<file path="src/rtl/spi_bus_arbiter_pkg.sv">
// Shared types and constants for the SPI bus arbiter.
package spi_arb_pkg;

  localparam int BYTE_W         = 8;
  localparam int DEF_N_REQ      = 4;
  localparam int DEF_GAP_CYCLES = 2;

  typedef enum logic [2:0] {
    IDLE,
    SETUP,
    LOAD,
    WAIT,
    GAP
  } state_t;

endpackage

</file>
<file path="src/rtl/spi_bus_arbiter_if.sv">
// Requester, slave-select and byte-engine signals of the SPI bus arbiter.
// The master modport is the arbiter's view; slave is the environment's view.
interface spi_bus_arbiter_if
  import spi_arb_pkg::*;
#(
  parameter int N_REQ = DEF_N_REQ
) ();

  logic [N_REQ-1:0]        req_valid;
  logic [BYTE_W*N_REQ-1:0] req_data;
  logic [N_REQ-1:0]        req_last;
  logic [N_REQ-1:0]        req_ready;
  logic [N_REQ-1:0]        grant;
  logic [N_REQ-1:0]        ss_n;
  logic                    eng_start;
  logic [BYTE_W-1:0]       eng_data;
  logic                    eng_done;
  logic                    busy;

  modport master (
    input  req_valid, req_data, req_last, eng_done,
    output req_ready, grant, ss_n, eng_start, eng_data, busy
  );

  modport slave (
    output req_valid, req_data, req_last, eng_done,
    input  req_ready, grant, ss_n, eng_start, eng_data, busy
  );

endinterface

</file>
<file path="src/rtl/spi_bus_arbiter_rr_arbiter.sv">
// Combinational round-robin picker: first set request scanning from
// ptr+1 upward (mod N_REQ). The pointer register lives in the parent.
module rr_arbiter #(
  parameter int N_REQ = 4,
  parameter int IDX_W = 2
) (
  input  logic [N_REQ-1:0] req,
  input  logic [IDX_W-1:0] ptr,
  output logic [N_REQ-1:0] gnt,
  output logic [IDX_W-1:0] idx
);

  // cand_idx[k] is the requester examined at scan position k (k=0 first)
  logic [IDX_W-1:0] cand_idx [N_REQ];
  logic [N_REQ-1:0] hit;

  genvar gi;
  generate
    for (gi = 0; gi < N_REQ; gi++) begin : g_cand
      assign cand_idx[gi] = IDX_W'((int'(ptr) + gi + 1) % N_REQ);
      assign hit[gi]      = req[cand_idx[gi]];
    end
  endgenerate

  // Walk scan positions from last to first so the earliest hit wins
  always_comb begin
    idx = '0;
    gnt = '0;
    for (int k = N_REQ - 1; k >= 0; k--) begin
      if (hit[k]) begin
        idx = cand_idx[k];
      end
    end
    if (|req) begin
      gnt = N_REQ'(1) << idx;
    end
  end

endmodule

</file>
<file path="src/rtl/spi_bus_arbiter.sv">
// Shares one SPI byte engine between N_REQ requesters. A round-robin winner
// keeps the bus (and its slave select low) for a whole burst ending on the
// byte flagged last; a minimum deselect gap follows every burst.
module spi_bus_arbiter
  import spi_arb_pkg::*;
#(
  parameter int N_REQ      = DEF_N_REQ,
  parameter int GAP_CYCLES = DEF_GAP_CYCLES
) (
  input logic               clk,
  input logic               rst,
  spi_bus_arbiter_if.master bus
);

  localparam int IDX_W = (N_REQ > 1) ? $clog2(N_REQ) : 1;
  localparam int CNT_W = $clog2(GAP_CYCLES + 1);
  localparam logic [IDX_W-1:0] PTR_RST = IDX_W'(N_REQ - 1);

  state_t            state_reg, state_next;
  logic [N_REQ-1:0]  grant_reg, grant_next;
  logic [IDX_W-1:0]  ptr_reg, ptr_next;
  logic              last_reg, last_next;
  logic [CNT_W-1:0]  gap_cnt_reg, gap_cnt_next;

  logic [N_REQ-1:0]  pick_gnt;
  logic [IDX_W-1:0]  pick_idx;
  logic [N_REQ-1:0]  req_ready;
  logic              eng_start;
  logic [BYTE_W-1:0] eng_data;

  // Per-requester byte lanes
  logic [BYTE_W-1:0] req_byte [N_REQ];

  genvar gi;
  generate
    for (gi = 0; gi < N_REQ; gi++) begin : g_unpack
      assign req_byte[gi] = bus.req_data[gi*BYTE_W +: BYTE_W];
    end
  endgenerate

  rr_arbiter #(
    .N_REQ (N_REQ),
    .IDX_W (IDX_W)
  ) u_rr (
    .req (bus.req_valid),
    .ptr (ptr_reg),
    .gnt (pick_gnt),
    .idx (pick_idx)
  );

  // State, owner, pointer, last flag and gap counter registers
  always_ff @(posedge clk) begin
    if (rst) begin
      state_reg   <= IDLE;
      grant_reg   <= '0;
      ptr_reg     <= PTR_RST;
      last_reg    <= 1'b0;
      gap_cnt_reg <= '0;
    end else begin
      state_reg   <= state_next;
      grant_reg   <= grant_next;
      ptr_reg     <= ptr_next;
      last_reg    <= last_next;
      gap_cnt_reg <= gap_cnt_next;
    end
  end

  // Next-state and handshake outputs; ptr_reg doubles as the owner index
  always_comb begin
    state_next   = state_reg;
    grant_next   = grant_reg;
    ptr_next     = ptr_reg;
    last_next    = last_reg;
    gap_cnt_next = gap_cnt_reg;
    req_ready    = '0;
    eng_start    = 1'b0;
    eng_data     = '0;
    case (state_reg)
      IDLE: begin
        if (|bus.req_valid) begin
          grant_next = pick_gnt;
          ptr_next   = pick_idx;
          state_next = SETUP;
        end
      end
      SETUP: begin
        state_next = LOAD;
      end
      LOAD: begin
        if (bus.req_valid[ptr_reg]) begin
          req_ready[ptr_reg] = 1'b1;
          eng_start          = 1'b1;
          eng_data           = req_byte[ptr_reg];
          last_next          = bus.req_last[ptr_reg];
          state_next         = WAIT;
        end
      end
      WAIT: begin
        if (bus.eng_done) begin
          if (last_reg) begin
            state_next   = GAP;
            grant_next   = '0;
            gap_cnt_next = CNT_W'(GAP_CYCLES - 1);
          end else begin
            state_next = LOAD;
          end
        end
      end
      GAP: begin
        if (gap_cnt_reg == '0) begin
          state_next = IDLE;
        end else begin
          gap_cnt_next = gap_cnt_reg - CNT_W'(1);
        end
      end
      default: begin
        state_next = IDLE;
      end
    endcase
  end

  // Slave selects are the inverted grant, so at most one is ever low
  assign bus.grant     = grant_reg;
  assign bus.ss_n      = ~grant_reg;
  assign bus.req_ready = req_ready;
  assign bus.eng_start = eng_start;
  assign bus.eng_data  = eng_data;
  assign bus.busy      = (state_reg != IDLE);

endmodule

</file>
<file path="src/flat_wrapper.sv">
// flat-port wrapper written by rule: the top's interface ports become plain ports
module spi_bus_arbiter_flat import spi_arb_pkg::*;
#(
  parameter int N_REQ      = DEF_N_REQ,
  parameter int GAP_CYCLES = DEF_GAP_CYCLES
)
  (clk, rst, bus_req_valid, bus_req_data, bus_req_last, bus_eng_done, bus_req_ready, bus_grant, bus_ss_n, bus_eng_start, bus_eng_data, bus_busy);
  spi_bus_arbiter_if #(.N_REQ(N_REQ)) bus_i ();
  input logic clk;
  input logic rst;
  input wire logic [$bits(bus_i.req_valid)-1:0] bus_req_valid;
  input wire logic [$bits(bus_i.req_data)-1:0] bus_req_data;
  input wire logic [$bits(bus_i.req_last)-1:0] bus_req_last;
  input wire logic [$bits(bus_i.eng_done)-1:0] bus_eng_done;
  output wire logic [$bits(bus_i.req_ready)-1:0] bus_req_ready;
  output wire logic [$bits(bus_i.grant)-1:0] bus_grant;
  output wire logic [$bits(bus_i.ss_n)-1:0] bus_ss_n;
  output wire logic [$bits(bus_i.eng_start)-1:0] bus_eng_start;
  output wire logic [$bits(bus_i.eng_data)-1:0] bus_eng_data;
  output wire logic [$bits(bus_i.busy)-1:0] bus_busy;
  assign bus_i.req_valid = bus_req_valid;
  assign bus_i.req_data = bus_req_data;
  assign bus_i.req_last = bus_req_last;
  assign bus_i.eng_done = bus_eng_done;
  assign bus_req_ready = bus_i.req_ready;
  assign bus_grant = bus_i.grant;
  assign bus_ss_n = bus_i.ss_n;
  assign bus_eng_start = bus_i.eng_start;
  assign bus_eng_data = bus_i.eng_data;
  assign bus_busy = bus_i.busy;
  spi_bus_arbiter #(.N_REQ(N_REQ), .GAP_CYCLES(GAP_CYCLES)) u_core (.clk(clk), .rst(rst), .bus(bus_i));
endmodule
</file>
<file path="config.mk">
export PLATFORM = sky130hd
export DESIGN_NAME = spi_bus_arbiter_flat
export DESIGN_NICKNAME = d
export VERILOG_FILES = /design/src/rtl/spi_bus_arbiter_pkg.sv /design/src/rtl/spi_bus_arbiter_if.sv /design/src/rtl/spi_bus_arbiter_rr_arbiter.sv /design/src/rtl/spi_bus_arbiter.sv /design/src/flat_wrapper.sv
export SDC_FILE = /design/constraint.sdc
export NUM_CORES = 1
export LEC_CHECK = 0
export ABC_AREA = 1
export CORE_ASPECT_RATIO = 0.75
export CORE_MARGIN = 5
export CORE_UTILIZATION = 35
export CTS_CLUSTER_DIAMETER = 80
export DETAILED_ROUTE_END_ITERATION = 16
export MAX_ROUTING_LAYER = met4
export PLACE_DENSITY = 0.81
export SLEW_MARGIN = 20
export SYNTH_ARGS = -nofsm -noshare
export SYNTH_HDL_FRONTEND = slang
export SYNTH_SLANG_ARGS = --single-unit
</file>
<file path="constraint.sdc">
create_clock -name clk -period 1.9 [get_ports clk]
set_clock_uncertainty 0.15 [all_clocks]
set_input_delay 0.38 -clock clk [delete_from_list [all_inputs] [get_ports clk]]
set_output_delay 0.38 -clock clk [all_outputs]
set_load 0.01 [all_outputs]
</file>
# Word-level counts from Yosys, hierarchy flattened
# Index checks and enable logic that the tools add are counted.
[word_totals]
ff_bits = 12
inputBits = 43
output_inout_bits = 22
word_cells = 85
[op_classes]
n_addsub = 7
order_cmp = 7
n_eq_ne = 10
shifts = 1
n_mux = 41
bitwise = 2
n_reduce_logical = 12
[op_table]
columns = ["cell", "n"]
rows = [
  ["$mux 8", 4],
  ["$mux 4", 5],
  ["$bmux 8 s2", 1],
  ["$lt 2x3->1 const B", 5],
  ["$mux 3", 5],
  ["$pmux 3 s5", 1],
  ["$mux 2", 7],
  ["$bmux 1 s2", 6],
  ["$reduce_and 4->1", 3],
  ["$mux 1", 9],
  ["$add 2x1->2 const B", 4],
  ["$ne 2x1->1 const B", 4],
  ["$pmux 4 s2", 1],
  ["$eq 3x2->1 const B", 2],
  ["$add 2x2->2 const B", 2],
  ["$ne 2x2->1 const B", 2],
  ["$not 4->4", 1],
  ["$pmux 2 s2", 1],
  ["$reduce_and 2->1", 2],
  ["$reduce_bool 2->1", 2],
  ["$reduce_or 4->1", 1],
  ["$shl 1x2->4 const A", 1],
  ["$eq 3x1->1 const B", 1],
  ["$eq 3x3->1 const B", 1],
  ["other kinds (9)", 9],
]

# Longest topological paths before layout
# Gate-level depths: netlist of run 1.
[logic_depth]
depth_word = 11
mapped_depth = 15

# Cells and area by module
# From an unflattened synthesis of run 1, not the netlist that was laid out.
[hier_totals]
hier_cells = 214
hier_area_um2 = 1316.3
[modules_own_cells]
columns = ["module", "instances", "cells_per_inst", "area_each_um2", "seq_area_each_um2"]
rows = [
  ["spi_bus_arbiter", 1, 162, 1041.0, 240.2],
  ["rr_arbiter", 1, 52, 275.3, 0.0],
]

# Worst setup path after synthesis of run 1
# No wires, ideal clock.
[synth_timing]
kind = "reg2reg"
start = "reg u_core.ptr_reg[0]"
end = "reg u_core.ptr_reg[0]"
arrival_ps = 1844
required_ps = 1619
setup_slack_ps = -224
stages_incl_launch_ff = 16
n_path_buf = 2
cell_sequence = "dfxtp_1 -> buf_6 -> inv_6 -> clkbuf_1 -> ha_1 -> inv_1 -> nand2_1 -> nand2_2 -> nand2_2 -> nand2_1 -> nor2_1 -> nor2_2 -> nand2_2 -> nand2_2 -> a21oi_1 -> o21ai_0"
[synth_between]
elab_chain_cells = 8
word_cells_on_any_way = 18
[synth_lines]
columns = ["element", "line", "source"]
rows = [
  ["start, declared", "spi_bus_arbiter.sv:21", "logic [IDX_W-1:0] ptr_reg, ptr_next;"],
  ["start signal, assigned", "spi_bus_arbiter.sv:62", "ptr_reg <= ptr_next;"],
  ["$add 2x2->2", "spi_bus_arbiter_rr_arbiter.sv:20", "assign cand_idx[gi] = IDX_W'((int'(ptr) + gi + 1) % N_REQ);"],
  ["$add 2x1->2", "spi_bus_arbiter_rr_arbiter.sv:20", ""],
  ["$bmux 1 s2", "spi_bus_arbiter_rr_arbiter.sv:21", "assign hit[gi] = req[cand_idx[gi]];"],
  ["$mux 1 (implied by the code)", "spi_bus_arbiter_rr_arbiter.sv:21", ""],
  ["$mux 2 (3 in a row)", "spi_bus_arbiter_rr_arbiter.sv:30", "if (hit[k]) begin"],
  ["$mux 2 *", "spi_bus_arbiter_rr_arbiter.sv:30", ""],
]
# Every way passes the cells marked *; elsewhere a longest branch is shown, timed or not. The select of a mux whose other input is x is not followed.
# A chain may end at the register's enable or synchronous reset.

# Final worst setup path of run 1
[layout_timing]
start = "reg u_core.ptr_reg[0]"
end = "out bus_eng_data[6]"
[layout_between]
elab_chain_cells = 6
word_cells_on_any_way = 8
[layout_lines]
columns = ["element", "line", "source"]
rows = [
  ["$not 2->3 (implied by the code)", "spi_bus_arbiter.sv:93", "eng_data = req_byte[ptr_reg];"],
  ["$bmux 8 s2", "spi_bus_arbiter.sv:93", ""],
  ["$mux 8 (implied by the code) (2 in a row)", "spi_bus_arbiter.sv:93", ""],
  ["$mux 8 *", "spi_bus_arbiter.sv:90", "if (bus.req_valid[ptr_reg]) begin"],
  ["$mux 8 *", "spi_bus_arbiter.sv:78", "case (state_reg)"],
  ["end, declared", "flat_wrapper.sv:19", "output wire logic [$bits(bus_i.eng_data)-1:0] bus_eng_data;"],
]
# Marks and branches as above.

==> flow_summary.toml, run 1 <==
[status]
outcome = "complete, but fails checks"
violations = "negative setup slack"

[worst_setup_path]
r2r_slack_ns = -0.16
critPathMaxStageDelay_ns = 0.44
cpLargestDelayFamily = "flip-flops"
critPathMostFrequentCell = "nor2_1"
worstPathCellList = "buf_8, nor2_1, nor2_1, o21ai_0, a21oi_2, buf_2"
worstRegToRegCells = 11
required_ns = 1.37
reg2reg_to = "u_core.bus.grant[2]"
worstReg2RegStart = "u_core.ptr_reg[0]"
start_kind = "flop"
arrival_ns = 1.58
path_buf_inv = 2
crit_fanout = 19
path_class = "reg -> out"
slowest_stage = "dfxtp_4"
end_kind = "output pin"

[sta]
fin_crit_ns = 2.11
holdWs_ns = 0.326
finalHoldViolCount = 0
fmax_mhz = 474
finalCritPeriodShare_pct = 111
setup_viol = 19
slew_violations = 0
worst_slew_pin_slew_ns = 0.372
rsz0062_at_grt = "yes"
max_slew_margin_pct = 74.9
setup_slack_ns = -0.207

[hold_path]
min_to = "u_core.gap_cnt_reg[1]"
hp-class = "reg -> reg"
hold-path-cell-count = 2
worstHoldStart = "u_core.gap_cnt_reg[1]"

[cts]
h-tree-depth = 1
clockRootBuffer = "clkbuf_8"
numCtsBuffers = 3
cts_sinks = 12
cts.path.max_buffers = 2
cts_tree = "built"
cts_hold_buf = 0
clk-insertion-delay-late_ns = 0.24
clk_pin_slew_ns = 0.05

[final_layout]
layout-drive-gt1-share_pct = 34.4
insertedDiodeCount = 0
area_growth_syn_to_layout_pct = 101
nets = 357
fin_util_pct = 73.0
largest_reg_flops = 4
fin_cells = 348

[yosys]
synth_area_per_cell_sq_um = 5.71
ys_types = 23
ys_ff_latch = 12
syn_area_sq_mm = 0.00120
synth_cells = 211
synth.top_cell.area_share_pct = 19.9
ys_seq_area_share_pct = 19.9
ys.warnings.count = 0
synth_area_leaders = "dfxtp_1 (20%), nor2_1 (15%), nand2_1 (11%)"
mappedNetlistNets = 259
synth_top_area_cell = "dfxtp_1"

[die]
ios = 65
start_util_pct = 36.4
die_y_microns = 60.8
die_w_microns = 77.8
die_area_sq_mm = 0.00473
core_area_sq_mm = 0.00331
row_count = 18

[routing]
wl_per_cell_microns = 14.6
drt_wl_total_mm = 5.10
drc = 0
drtPass1Iterations = 6
drtAntennaViolNets = 0
drt_iter0_drc = 84
via_count = 1731
viasPerCell = 4.97

[placed_design]
hpwl_mm = 3.21
dp_slack_ns = -0.852
gp_congestion = 0.835
placed_cells = 332
io_buffers = 64

[pwr]
power_mw = 3.20
ir_worst_vdd_uv = 719
powerDensity_mw_per_mm2 = 1330
p_leak_nw = 1.10

[global_routing]
grt_pass1_vias = 1596
grt_max_degree = 24
antenna_found_initial = 0
gr-usage-all-layers_pct = 18.9
grt_overflow = 0
grt_pass1_wl_mm = 7.18

[run]
cap_violations = 0
logic make-up after synthesis:
group / after synthesis / synth area share, %
buffers and inverters: 41 / 15.1
and+or+nand+nor: 106 / 38.8
DFF: 12 / 19.9
AOI/OAI and AO/OA: 47 / 21.0
adders and majority gates: 5 / 5.19
per-layer routing:
layer / GRT usage (%) / part of all wire (%)
met5: - / 0
met1: 21.8 / 41
met3: 4.01 / 4.8
met2: 34.6 / 52
met4: 3.19 / 2.3
cell type report:
| class | instances | area [sq um] |
|---|---|---|
| clock buffer | 4 | 55.1 |
| tap | 40 | 50.0 |
| inverter | 32 | 130 |
| sequential | 12 | 245 |
| timing repair buffer | 102 | 978 |
| multi-input combinational | 158 | 957 |
| fill | 237 | 895 |
layout by cell type, fill, tap and decap left out, drive strengths merged:
cell type	n
buf	50
nor2	49
clkdlybuf4s50	46
nand2	41
inv	32
o21ai	23
a21oi	17
dfxtp	12
nand3	10
clkbuf	5
ha	5
o211ai	4
nand4	4
dlygate4sd2	4
a31oi	3
nor4	1
or2	1
clkdlybuf4s15	1
through the flow:
step	area (sq um)	setup TNS, ns
floorplan	1230	-0.0188
global placement	2060	-10.23
detailed placement	2060	-11.02
CTS	2230	-1.05
global route	2420	-3.76
finish	2420	-2.36
worst min-delay path, stage by stage (launching register included):
cell and delay, ns:
dfxtp_1 0.31, nand2_1 0.06, a21oi_1 0.06
what timing repair did:
item | in CTS | in global routing
cloned | 1 | 1
setup endpoints to repair | 20 | 22
buffers inserted | 6 | 6
pin swaps | 8 | 13
gates resized for setup | 90 | 46
worst max path at each step:
| stage | slack (ns) | cells past startpoint | startpoint | to |
|---|---|---|---|---|
| CTS | -0.09 | 14 | u_core.ptr_reg[0] | u_core.ptr_reg[0] |
| floorplan | -0.02 | 15 | u_core.ptr_reg[0] | u_core.ptr_reg[0] |
| detailed placement | -0.85 | 9 | bus_req_valid[0] | bus_eng_data[1] |
| global placement | -0.74 | 9 | bus_req_valid[0] | bus_eng_data[1] |
| finish | -0.21 | 6 | u_core.ptr_reg[0] | bus_eng_data[6] |
| global route | -0.29 | 14 | u_core.ptr_reg[0] | u_core.ptr_reg[0] |
report_power, final:
| part | leakage [nW] | total (mW) | switching [mW] | internal, mW |
|---|---|---|---|---|
| combinational | 0.973 | 2.52 | 1.36 | 1.16 |
| sequential | 0.0982 | 0.410 | 0.0825 | 0.328 |
| clock | 0.0288 | 0.278 | 0.0953 | 0.183 |
cell usage after synthesis (all sizes together):
cell type	n
o21ai	23
or2	1
a31oi	3
inv	32
a21oi	17
clkbuf	4
nor2	49
ha	5
dfxtp	12
nand2	41
o211ai	4
nor4	1
buf	5
nand4	4
nand3	10
Note: power is estimated with default switching activity, not from simulation.
==> inputs of run 2 (changes only) <==
==> constraint.sdc (replaced) <==
create_clock -name clk -period 1.9 [get_ports clk]
set_clock_uncertainty 0.15 [all_clocks]
set_input_delay 0.38 -clock clk [delete_from_list [all_inputs] [get_ports clk]]
set_output_delay 0.38 -clock clk [all_outputs]
set_load 0.005 [all_outputs]
==> flow_summary.toml, run 2 (same netlist as run 1, synthesis figures left out) <==
[status]
outcome = "complete, but fails checks"
violations = "negative setup slack"

[pwr]
power_mw = 2.96
powerDensity_mw_per_mm2 = 1290
ir_worst_vdd_uv = 665
p_leak_nw = 1.07

[cts]
clockRootBuffer = "clkbuf_8"
clk-insertion-delay-late_ns = 0.24
numCtsBuffers = 3
cts_tree = "built"
cts.path.max_buffers = 2
clk_pin_slew_ns = 0.05
h-tree-depth = 1
cts_sinks = 12

[sta]
finalHoldViolCount = 0
fmax_mhz = 493
holdWs_ns = 0.324
worst_slew_pin_slew_ns = 0.347
setup_slack_ns = -0.129
setup_viol = 19
finalCritPeriodShare_pct = 107
max_slew_margin_pct = 76.8
fin_crit_ns = 2.03
slew_violations = 0
rsz0062_at_grt = "yes"

[global_routing]
gr-usage-all-layers_pct = 18.7
antenna_found_initial = 0
grt_pass1_wl_mm = 7.00
grt_max_degree = 20
grt_overflow = 0
grt_pass1_vias = 1567

[worst_setup_path]
cp.depth = 14
critPathMostFrequentCell = "nand2_2"
slowest_stage = "dfxtp_4"
path_class = "reg -> reg"
cp-endpoint = "u_core.ptr_reg[0]"
worstRegToRegCells = 14
crit_fanout = 7
required_ns = 1.88
worstPathCellList = "clkinv_4, buf_6, ha_4, inv_4, nand2_2, nand2_2, nand2_4, nand3_2, nand2_2, inv_1, nand2_2, nand2_4, a21oi_2, o21ai_1"
start_kind = "flop"
reg2reg_to = "u_core.ptr_reg[0]"
end_kind = "flop"
path_buf_inv = 4
crit_start = "u_core.ptr_reg[0]"
cpLargestDelayFamily = "simple AND/OR/NAND/NOR gates"
r2r_slack_ns = -0.13
worstReg2RegStart = "u_core.ptr_reg[0]"
critPathMaxStageDelay_ns = 0.43
arrival_ns = 2.01

[placed_design]
hpwl_mm = 3.14
dp_slack_ns = -0.743
gp_congestion = 0.817
placed_area_sq_mm = 0.00206
io_buffers = 64

[die]
start_util_pct = 36.4
die_w_microns = 77.8
core_area_sq_mm = 0.00331
die_area_sq_mm = 0.00473
die_y_microns = 60.8
row_count = 18
ios = 65

[final_layout]
area_growth_syn_to_layout_pct = 89.9
final_cell_area_sq_mm = 0.00229
insertedDiodeCount = 0
layout-drive-gt1-share_pct = 33.6
largest_reg_flops = 4
final_common_cell = "clkdlybuf4s50_1"
final_cell_mix = "clkdlybuf4s50_1 (46), nor2_1 (42), buf_4 (31)"
fin_util_pct = 69.1
nets = 354

[routing]
drc = 0
drt_iter0_drc = 76
drtAntennaViolNets = 0
viasPerCell = 4.83
via_count = 1660
wl_per_cell_microns = 13.5
drtPass1Iterations = 4
drt_wl_total_mm = 4.65

[hold_path]
worstHoldStart = "u_core.gap_cnt_reg[1]"
hp-class = "reg -> reg"
hold-path-cell-count = 2

[run]
cap_violations = 0
## run 2: area by class of cell
| type | count | area, sq um |
|---|---|---|
| fill | 278 | 1020 |
| multi-input combinational | 158 | 951 |
| timing repair buffer | 99 | 873 |
| sequential | 12 | 245 |
| inverter | 32 | 128 |
| tap | 40 | 50.0 |
| clock buffer | 3 | 41.3 |
## run 2: worst min-delay path by stage
stage,end,slack [ns]
4_1_cts,u_core.gap_cnt_reg[1],0.32
5_1_grt,u_core.bus.grant[1],0.34
3_5_place_dp,u_core.gap_cnt_reg[1],0.31
2_1_floorplan,u_core.gap_cnt_reg[1],0.29
6_report,u_core.gap_cnt_reg[1],0.32
3_3_place_gp,u_core.gap_cnt_reg[1],0.30
## run 2: per-stage QoR
stage	TNS (ns)	instances
2_1_floorplan	-0.0188	211
3_3_place_gp	-9.70	332
3_5_place_dp	-10.20	332
4_1_cts	-0.752	342
5_1_grt	-3.36	344
6_report	-1.50	344
## run 2: tightest hold or removal path, cell delays in order (launching register included)
cell	delay, ns
dfxtp_1	0.31
nand2_1	0.06
a21oi_1	0.06
## run 2: routing by layer
layer | GRT usage [%] | wire (microns) | share of wire, % | vias to the layer above
met5 | - | 0 | 0 | -
met4 | 1.23 | 16 | 0.34 | 0
met3 | 4.30 | 179 | 3.9 | 2
met2 | 36.0 | 2460 | 53 | 33
met1 | 20.7 | 1990 | 43 | 769
li1 | - | - | - | 856
## run 2: repair_timing
item                       CTS  global route
cloned                       1             0
hold endpoints to repair     0             0
setup endpoints to repair   19            22
gates resized for setup     80            29
buffers inserted             6             4
pin swaps                    8            14
hold buffers                 0             0
## run 2: report_power, final
part | internal (mW) | switching (mW)
combinational | 1.05 | 1.27
sequential | 0.328 | 0.0763
clock | 0.140 | 0.0928
total | 1.52 | 1.44
==> inputs of run 3 (changes only) <==
--- a/config.mk
+++ b/config.mk
@@ -9,7 +9,7 @@
 export CORE_ASPECT_RATIO = 0.75
 export CORE_MARGIN = 5
 export CORE_UTILIZATION = 35
-export CTS_CLUSTER_DIAMETER = 80
+export CTS_CLUSTER_DIAMETER = 200
 export DETAILED_ROUTE_END_ITERATION = 16
 export MAX_ROUTING_LAYER = met4
 export PLACE_DENSITY = 0.81
==> results of run 3 <==
No change in the layout: final DEF, timing and power equal those of run 2.
